`config.mk`:
```
export PLATFORM = sky130hd
export DESIGN_NAME = seq_alu_flat
export DESIGN_NICKNAME = d
export VERILOG_FILES = /design/src/rtl/seq_alu_pkg.sv /design/src/rtl/seq_alu_if.sv /design/src/rtl/seq_alu_muldiv_iter.sv /design/src/rtl/seq_alu.sv /design/src/flat_wrapper.sv
export SDC_FILE = /design/constraint.sdc
export NUM_CORES = 1
export LEC_CHECK = 0
export BUFFER_PORTS_ARGS = -buffer_cell sky130_fd_sc_hd__buf_4
export CELL_PAD_IN_SITES_DETAIL_PLACEMENT = 1
export CELL_PAD_IN_SITES_GLOBAL_PLACEMENT = 2
export CORE_ASPECT_RATIO = 0.7
export CORE_UTILIZATION = 36
export DETAILED_ROUTE_END_ITERATION = 10
export PLACE_DENSITY_LB_ADDON = 0.1
export SKIP_CTS_REPAIR_TIMING = 1
export SLEW_MARGIN = 30
export SYNTH_ARGS = -nofsm -noshare
export SYNTH_HDL_FRONTEND = slang
export SYNTH_SLANG_ARGS = --single-unit
export TNS_END_PERCENT = 1
```
`constraint.sdc`:
```
create_clock -name clk -period 6.2 [get_ports clk]
set_input_delay 0 -clock clk [delete_from_list [all_inputs] [get_ports clk]]
set_output_delay 0 -clock clk [all_outputs]
set_load 0.01 [all_outputs]
```
`src/rtl/seq_alu_pkg.sv`:
```
// seq_alu_pkg: opcode encodings, control states and latency helper for seq_alu
package seq_alu_pkg;
  localparam logic [3:0] OP_AND   = 4'b0000;
  localparam logic [3:0] OP_OR    = 4'b0001;
  localparam logic [3:0] OP_NOR   = 4'b0010;
  localparam logic [3:0] OP_ADD   = 4'b0011;
  localparam logic [3:0] OP_SUB   = 4'b0100;
  localparam logic [3:0] OP_LUI   = 4'b0101;
  localparam logic [3:0] OP_JAL   = 4'b0110;
  localparam logic [3:0] OP_SLT   = 4'b0111;
  localparam logic [3:0] OP_MULTU = 4'b1000;
  localparam logic [3:0] OP_DIVU  = 4'b1001;
  localparam logic [3:0] OP_MFHI  = 4'b1010;
  localparam logic [3:0] OP_MFLO  = 4'b1011;
  localparam logic [3:0] OP_SRL   = 4'b1100;
  localparam logic [3:0] OP_SRA   = 4'b1101;
  localparam logic [3:0] OP_SLL   = 4'b1110;
  localparam logic [3:0] OP_XOR   = 4'b1111;
  typedef enum logic [1:0] {IDLE, MUL, DIV} state_e;
  function automatic int DONE_LAT(input int data_width);
    return data_width + 1;
  endfunction
endpackage

```
`src/rtl/seq_alu_if.sv`:
```
// seq_alu_if: operation request and result bundle between control unit and seq_alu
interface seq_alu_if #(parameter int DATA_WIDTH = 32, parameter int SHAMT_WIDTH = 5);
  logic                   start;
  logic [3:0]             ALUOperation;
  logic [DATA_WIDTH-1:0]  A;
  logic [DATA_WIDTH-1:0]  B;
  logic [SHAMT_WIDTH-1:0] shamt;
  logic                   busy;
  logic                   done;
  logic [DATA_WIDTH-1:0]  ALUResult;
  logic                   Zero;
  logic                   Overflow;
  logic [DATA_WIDTH-1:0]  HI;
  logic [DATA_WIDTH-1:0]  LO;
  modport master (output start, ALUOperation, A, B, shamt,
                  input busy, done, ALUResult, Zero, Overflow, HI, LO);
  modport slave  (input start, ALUOperation, A, B, shamt,
                  output busy, done, ALUResult, Zero, Overflow, HI, LO);
endinterface

```
`src/rtl/seq_alu_muldiv_iter.sv`:
```
// muldiv_iter: one-bit-per-cycle unsigned shift-add multiply / restoring divide
module muldiv_iter #(parameter int DATA_WIDTH = 32) (
  input  logic                  clk,
  input  logic                  reset,
  input  logic                  go_i,
  input  logic                  mul_i,
  input  logic [DATA_WIDTH-1:0] a_i,
  input  logic [DATA_WIDTH-1:0] b_i,
  output logic                  finished_o,
  output logic [DATA_WIDTH-1:0] hi_o,
  output logic [DATA_WIDTH-1:0] lo_o
);
  localparam int W  = DATA_WIDTH;
  localparam int CW = $clog2(DATA_WIDTH);
  logic [W-1:0]  hi_q, lo_q, opnd_q, hi_d, lo_d;
  logic [CW-1:0] cnt_q;
  logic          mul_q, act_q;
  logic [W:0]    r_sh;
  logic [W+1:0]  x, y, s;
  // shared adder: multiply adds the multiplicand when the low bit is set,
  // divide subtracts the divisor from the shifted partial remainder (s[W+1] = borrow)
  always_comb begin
    r_sh = {hi_q, lo_q[W-1]};
    x    = mul_q ? {2'b0, hi_q} : {1'b0, r_sh};
    y    = mul_q ? (lo_q[0] ? {2'b0, opnd_q} : '0) : ~{2'b0, opnd_q};
    s    = x + y + {{(W+1){1'b0}}, !mul_q};
    hi_d = mul_q ? s[W:1] : (s[W+1] ? r_sh[W-1:0] : s[W-1:0]);
    lo_d = mul_q ? {s[0], lo_q[W-1:1]} : {lo_q[W-2:0], !s[W+1]};
  end
  assign finished_o = act_q && cnt_q == CW'(W - 1);
  assign hi_o       = hi_d;
  assign lo_o       = lo_d;
  // operand load on go, then one iteration per cycle until the last bit
  always_ff @(posedge clk or negedge reset) begin
    if (!reset) begin
      hi_q   <= '0;
      lo_q   <= '0;
      opnd_q <= '0;
      cnt_q  <= '0;
      mul_q  <= 1'b0;
      act_q  <= 1'b0;
    end else if (go_i) begin
      hi_q   <= '0;
      lo_q   <= mul_i ? b_i : a_i;
      opnd_q <= mul_i ? a_i : b_i;
      cnt_q  <= '0;
      mul_q  <= mul_i;
      act_q  <= 1'b1;
    end else if (act_q) begin
      hi_q  <= hi_d;
      lo_q  <= lo_d;
      cnt_q <= cnt_q + CW'(1);
      act_q <= !finished_o;
    end
  end
endmodule

```
`src/rtl/seq_alu.sv`:
```
// seq_alu: registered ALU with iterative MULTU/DIVU and start/busy/done handshake
module seq_alu
  import seq_alu_pkg::*;
#(
  parameter int DATA_WIDTH  = 32,
  parameter int SHAMT_WIDTH = 5,
  parameter bit MULDIV_EN   = 1'b1
) (
  input logic     clk,
  input logic     reset,
  seq_alu_if.slave bus
);
  localparam int W = DATA_WIDTH;
  state_e       state_q, state_d;
  logic [W-1:0] res_q, hi_q, lo_q, res_c, sum, dif, md_hi, md_lo;
  logic         zero_q, ovf_q, done_q, ovf_c, md_op, accept, go, fin;
  assign md_op  = MULDIV_EN && (bus.ALUOperation == OP_MULTU || bus.ALUOperation == OP_DIVU);
  assign accept = state_q == IDLE && bus.start;
  assign go     = accept && md_op;
  assign sum    = bus.A + bus.B;
  assign dif    = bus.A - bus.B;
  // single-cycle result and overflow; MULTU/DIVU land in default (result 0) when not iterated
  always_comb begin
    res_c = '0;
    ovf_c = 1'b0;
    case (bus.ALUOperation)
      OP_AND:  res_c = bus.A & bus.B;
      OP_OR:   res_c = bus.A | bus.B;
      OP_NOR:  res_c = ~(bus.A | bus.B);
      OP_ADD:  begin
        res_c = sum;
        ovf_c = bus.A[W-1] == bus.B[W-1] && sum[W-1] != bus.A[W-1];
      end
      OP_SUB:  begin
        res_c = dif;
        ovf_c = bus.A[W-1] != bus.B[W-1] && dif[W-1] != bus.A[W-1];
      end
      OP_LUI:  res_c = W'(bus.B[15:0]) << (W - 16);
      OP_JAL:  res_c = bus.B;
      OP_SLT:  res_c = {{(W-1){1'b0}}, $signed(bus.A) < $signed(bus.B)};
      OP_MFHI: res_c = hi_q;
      OP_MFLO: res_c = lo_q;
      OP_SRL:  res_c = bus.B >> bus.shamt;
      OP_SRA:  res_c = $unsigned($signed(bus.B) >>> bus.shamt);
      OP_SLL:  res_c = bus.B << bus.shamt;
      OP_XOR:  res_c = bus.A ^ bus.B;
      default: res_c = '0;
    endcase
  end
  generate
    if (MULDIV_EN) begin : g_md
      muldiv_iter #(.DATA_WIDTH(W)) u_iter (
        .clk(clk), .reset(reset), .go_i(go), .mul_i(bus.ALUOperation == OP_MULTU),
        .a_i(bus.A), .b_i(bus.B), .finished_o(fin), .hi_o(md_hi), .lo_o(md_lo)
      );
    end else begin : g_no_md
      assign fin   = 1'b0;
      assign md_hi = '0;
      assign md_lo = '0;
    end
  endgenerate
  // control FSM next state: leave IDLE only for an iterated op, return when it finishes
  always_comb begin
    state_d = state_q == IDLE ? (go ? (bus.ALUOperation == OP_MULTU ? MUL : DIV) : IDLE)
                              : (fin ? IDLE : state_q);
  end
  // state, result registers and HI/LO; results hold between operations
  always_ff @(posedge clk or negedge reset) begin
    if (!reset) begin
      state_q <= IDLE;
      res_q   <= '0;
      hi_q    <= '0;
      lo_q    <= '0;
      zero_q  <= 1'b0;
      ovf_q   <= 1'b0;
      done_q  <= 1'b0;
    end else begin
      state_q <= state_d;
      done_q  <= (accept && !md_op) || fin;
      if (accept && !md_op) begin
        res_q  <= res_c;
        zero_q <= res_c == '0;
        ovf_q  <= ovf_c;
      end else if (fin) begin
        res_q  <= md_lo;
        zero_q <= md_lo == '0;
        ovf_q  <= 1'b0;
        hi_q   <= md_hi;
        lo_q   <= md_lo;
      end
    end
  end
  assign bus.busy      = state_q != IDLE;
  assign bus.done      = done_q;
  assign bus.ALUResult = res_q;
  assign bus.Zero      = zero_q;
  assign bus.Overflow  = ovf_q;
  assign bus.HI        = hi_q;
  assign bus.LO        = lo_q;
endmodule
```
`src/flat_wrapper.sv`:
```
// flat-port wrapper written by rule: the top's interface ports become plain ports
module seq_alu_flat import seq_alu_pkg::*;
#(
  parameter int DATA_WIDTH  = 32,
  parameter int SHAMT_WIDTH = 5,
  parameter bit MULDIV_EN   = 1'b1
)
  (clk, reset, bus_start, bus_ALUOperation, bus_A, bus_B, bus_shamt, bus_busy, bus_done, bus_ALUResult, bus_Zero, bus_Overflow, bus_HI, bus_LO);
  seq_alu_if #(.DATA_WIDTH(DATA_WIDTH), .SHAMT_WIDTH(SHAMT_WIDTH)) bus_i ();
  input logic clk;
  input logic reset;
  input wire logic [$bits(bus_i.start)-1:0] bus_start;
  input wire logic [$bits(bus_i.ALUOperation)-1:0] bus_ALUOperation;
  input wire logic [$bits(bus_i.A)-1:0] bus_A;
  input wire logic [$bits(bus_i.B)-1:0] bus_B;
  input wire logic [$bits(bus_i.shamt)-1:0] bus_shamt;
  output wire logic [$bits(bus_i.busy)-1:0] bus_busy;
  output wire logic [$bits(bus_i.done)-1:0] bus_done;
  output wire logic [$bits(bus_i.ALUResult)-1:0] bus_ALUResult;
  output wire logic [$bits(bus_i.Zero)-1:0] bus_Zero;
  output wire logic [$bits(bus_i.Overflow)-1:0] bus_Overflow;
  output wire logic [$bits(bus_i.HI)-1:0] bus_HI;
  output wire logic [$bits(bus_i.LO)-1:0] bus_LO;
  assign bus_i.start = bus_start;
  assign bus_i.ALUOperation = bus_ALUOperation;
  assign bus_i.A = bus_A;
  assign bus_i.B = bus_B;
  assign bus_i.shamt = bus_shamt;
  assign bus_busy = bus_i.busy;
  assign bus_done = bus_i.done;
  assign bus_ALUResult = bus_i.ALUResult;
  assign bus_Zero = bus_i.Zero;
  assign bus_Overflow = bus_i.Overflow;
  assign bus_HI = bus_i.HI;
  assign bus_LO = bus_i.LO;
  seq_alu #(.DATA_WIDTH(DATA_WIDTH), .SHAMT_WIDTH(SHAMT_WIDTH), .MULDIV_EN(MULDIV_EN)) u_core (.clk(clk), .reset(reset), .bus(bus_i));
endmodule
```
==> metrics <==
number of flops mapped to enable cells by yosys=0; largest net degree at the start of global routing=~100; PwrDens=approximately 470 nW/um^2; GR Overflow Total=0; adder-cell area share of the yosys netlist=just under 8%; crit path capture type=flop; Skew-Pair Late Insertion Delay=around 0.57 ns; Final Hold Viols=16; fmax=0.189 GHz; routed length per instance=roughly 35 um; Slew Limit Fails=0; Detail Placement HPWL=between 100 and 150 mm; fin crit share=around 85%; CP max FO=33; largest family of logic cells by synthesized area=compound AO/OA/AOI/OAI gates; Yosys warning count=0; H-tree levels=1; FP Rows=slightly below 80; vias per cell=6.71; clk sink count=~200; Worst Path Arrival=5.72 ns; first-pass GRT wire length=194 mm; final wirelength=roughly 140 mm; CTS tree=done; Seq/Total Area, Yosys=21.5%; final setup vio count=0; overall power=12.6 mW; Total GRT Usage=between 40 and 50%; Crit Path Category=flop to flop; status=finished, violations left; Synth-to-Final Area Change=13.2%; max_slew headroom=between 20% and 30%; initial antenna violation count=5; post-synthesis cell count=a little over 3,000; Cell Area, Synth=approximately 24,000 um^2; Hold Path Class=input port to asynchronous set/reset pin; initial core utilization=a little over a third; Setup Skew=0.0240 ns; R2R cell count=17; number of top-level pins=176; Post-Synth Simple-Gate Area=between 15 and 20%; initial DRC count=3,671; Compound-Gate Fraction of Synth Area=about 28%; leakage=11.6 nW; CTS Root Buffer Type=clkbuf_16; clk buf depth=3; failing checks=negative hold slack; share of layout cells above drive strength 1=between 10% and 20%; Vias=roughly 27,000; cell area after layout=between 20,000 and 30,000 um^2; Seq cells post-synth=204; Max VDD drop=around 0.00044 V; Synthesized Nets=~3,200; Worst EP required=between 6 and 7 ns; gp weighted congestion=~1.1; Synth Area in XOR/XNOR=roughly 1.5%; DP Area=25,600 um^2; FFs w/ async S/R, synth=between 90% and 100%; post-synthesis mux area share=between 10% and 20%; synth unique cells=approximately 100; IO Port Bufs=around 180; Max-cap violations=0; setup_tns=0 ns; post-layout net count=about 3,300; Worst-path clk slew=roughly 0.060 ns; hold_ws=-0.0424 ns; Die Span Y=around 220 um; CTS Buf Count=23; number of global-route vias before repair=between 20,000 and 30,000; Critical Path Source Type=flop; Min Clock Period, post-route=5.28 ns; DRT Pass-1 Iters=8; RSZ-0062 raised after global routing=false; FF-to-FF Start=u_core.g_md.u_iter.mul_q$_DFFE_PN0P_; worst setup path start=u_core.g_md.u_iter.mul_q$_DFFE_PN0P_; Die Footprint=67,000 um^2; Slew @ Worst Pin=1.12 ns; Residual DRC=0; post-synthesis area per instance=7.85 um^2; Die X=approximately 310 um; ANT nets after route=0; predominant post-synthesis flop cell=dfrtp_1; Core Region=~65,000 um^2
-- per-stage QoR --
| stage | util (%) | std cells | setup WS (ns) |
|---|---|---|---|
| after floorplan | - | 3022 | 1.22 |
| after global placement | 39.4 | 3879 | 1.13 |
| after detailed placement | 39.4 | 3879 | 1.04 |
| after CTS | 40.5 | 3919 | 1.04 |
| after global routing | 41.3 | 3966 | 0.624 |
| final | 41.3 | 3971 | 0.918 |
-- area by class of cell --
type	count	area, um^2
fillers	7808	38100
flip-flops and latches	204	5110
well taps	880	1100
repair buffers	292	2350
diodes	5	12.5
clock inverters	7	81.3
multi-input cells	2429	17100
clock buffers	33	663
inverters	121	454
-- worst paths after layout --
check                                                             to  slack [ns]
setup / recovery                 u_core.bus.ALUResult[0]$_DFFE_PN0P_        0.92
hold / removal                         u_core.bus.HI[27]$_DFFE_PN0P_       -0.04
setup reg to reg                 u_core.bus.ALUResult[0]$_DFFE_PN0P_        0.92
hold reg to reg            u_core.g_md.u_iter.opnd_q[30]$_DFFE_PN0P_        0.50
max in group asynchronous       u_core.g_md.u_iter.mul_q$_DFFE_PN0P_        5.06
min in group clk           u_core.g_md.u_iter.opnd_q[10]$_DFFE_PN0P_           0
-- metal layers --
metal / wire length [um] / part of all wire [%] / up-vias / GRT usage, %
li1: - / - / 11300 / -
met1: 64200 / 46 / 13600 / 61.8
met2: 52500 / 38 / 1544 / 52.7
met3: 17900 / 13 / 177 / 13.2
met4: 3680 / 2.7 / 0 / 9.22
met5: 0 / 0 / - / 0
-- cell usage in the layout (no fill, tap or decap), types with 12 or more instances in the layout --
master,count
a211oi_1,48
a21o_1,36
a21oi_1,179
a221o_1,12
a221oi_1,29
a22oi_1,35
a31oi_1,28
and2_1,17
and3_1,26
buf_4,238
clkbuf_16,23
dfrtp_1,202
dlygate4sd3_1,47
ha_1,142
inv_1,117
mux2_2,74
mux2i_1,205
mux4_2,38
nand2_1,372
nand2b_1,25
nand3_1,64
nand4_1,32
nor2_1,204
nor2b_1,18
nor3_1,48
nor4_1,25
o211ai_1,69
o21a_1,17
o21ai_0,301
o21bai_1,14
o221ai_1,19
o22ai_1,36
o31ai_1,29
or2_2,15
xnor2_1,29
xor2_1,13
-- kinds of logic after synthesis --
family / count (synthesis)
AOI/OAI and AO/OA: 1012
xor gates and xnor gates: 42
adders and majority gates: 146
muxes: 330
and+or+nand+nor: 899
buffers and inverters: 389
DFF: 204
-- state kept, by name, summed over array words and instances, names as in the netlist --
signal and flops:
u_core.bus.ALUResult 32, u_core.bus.HI 32, u_core.bus.LO 32, u_core.bus.Overflow 1, u_core.bus.Zero 1, u_core.bus.done 1
u_core.g_md.u_iter.act_q 1, u_core.g_md.u_iter.cnt_q 5, u_core.g_md.u_iter.hi_q 32, u_core.g_md.u_iter.lo_q 32, u_core.g_md.u_iter.mul_q 1, u_core.g_md.u_iter.opnd_q 32
u_core.state_q 2
-- synth_stat cells, types with 15 or more instances --
cell	n	area, um^2
nor3_1	49	245
a31oi_1	28	175
a221oi_1	29	254
nor2_1	206	773
dfrtp_1	204	5100
buf_1	24	90.1
inv_1	117	439
o221ai_1	19	166
nand2_1	373	1400
and2_1	17	106
o31ai_1	29	218
o21a_1	17	128
o22ai_1	36	225
and3_1	26	163
or2_2	15	93.8
a21oi_1	179	896
xnor2_1	29	254
mux2_2	74	833
nand2b_1	25	156
o211ai_1	69	518
nand3_1	65	325
nor2b_1	19	119
a21o_1	36	270
mux4_2	38	856
nor4_1	25	156
clkbuf_1	184	691
a211oi_1	49	368
o21ai_0	301	1510
a22oi_1	35	263
nand4_1	32	200
ha_1	142	1780
buf_2	38	190
mux2i_1	206	2060
-- worst max-delay path, stage by stage (launching register included) --
cell       delay [ns]
dfrtp_4          0.63
and2_1           0.64
buf_4            0.34
nand2_1          0.07
o21ai_0          0.13
ha_1             0.28
nor2b_1          0.15
o2111ai_1        0.29
a21oi_1          0.15
o211ai_1         0.45
a21oi_1          0.33
a221oi_2         0.51
o21ai_2          0.15
buf_12           0.20
mux2i_1          0.50
nor2_1           0.09
a211oi_1         0.19
a21oi_1          0.06
-- power by group --
group	internal (mW)	switching, mW
combinational	3.16	5.11
sequential	1.98	0.946
clock	0.789	0.618
Power figures use the tool's default switching activity.
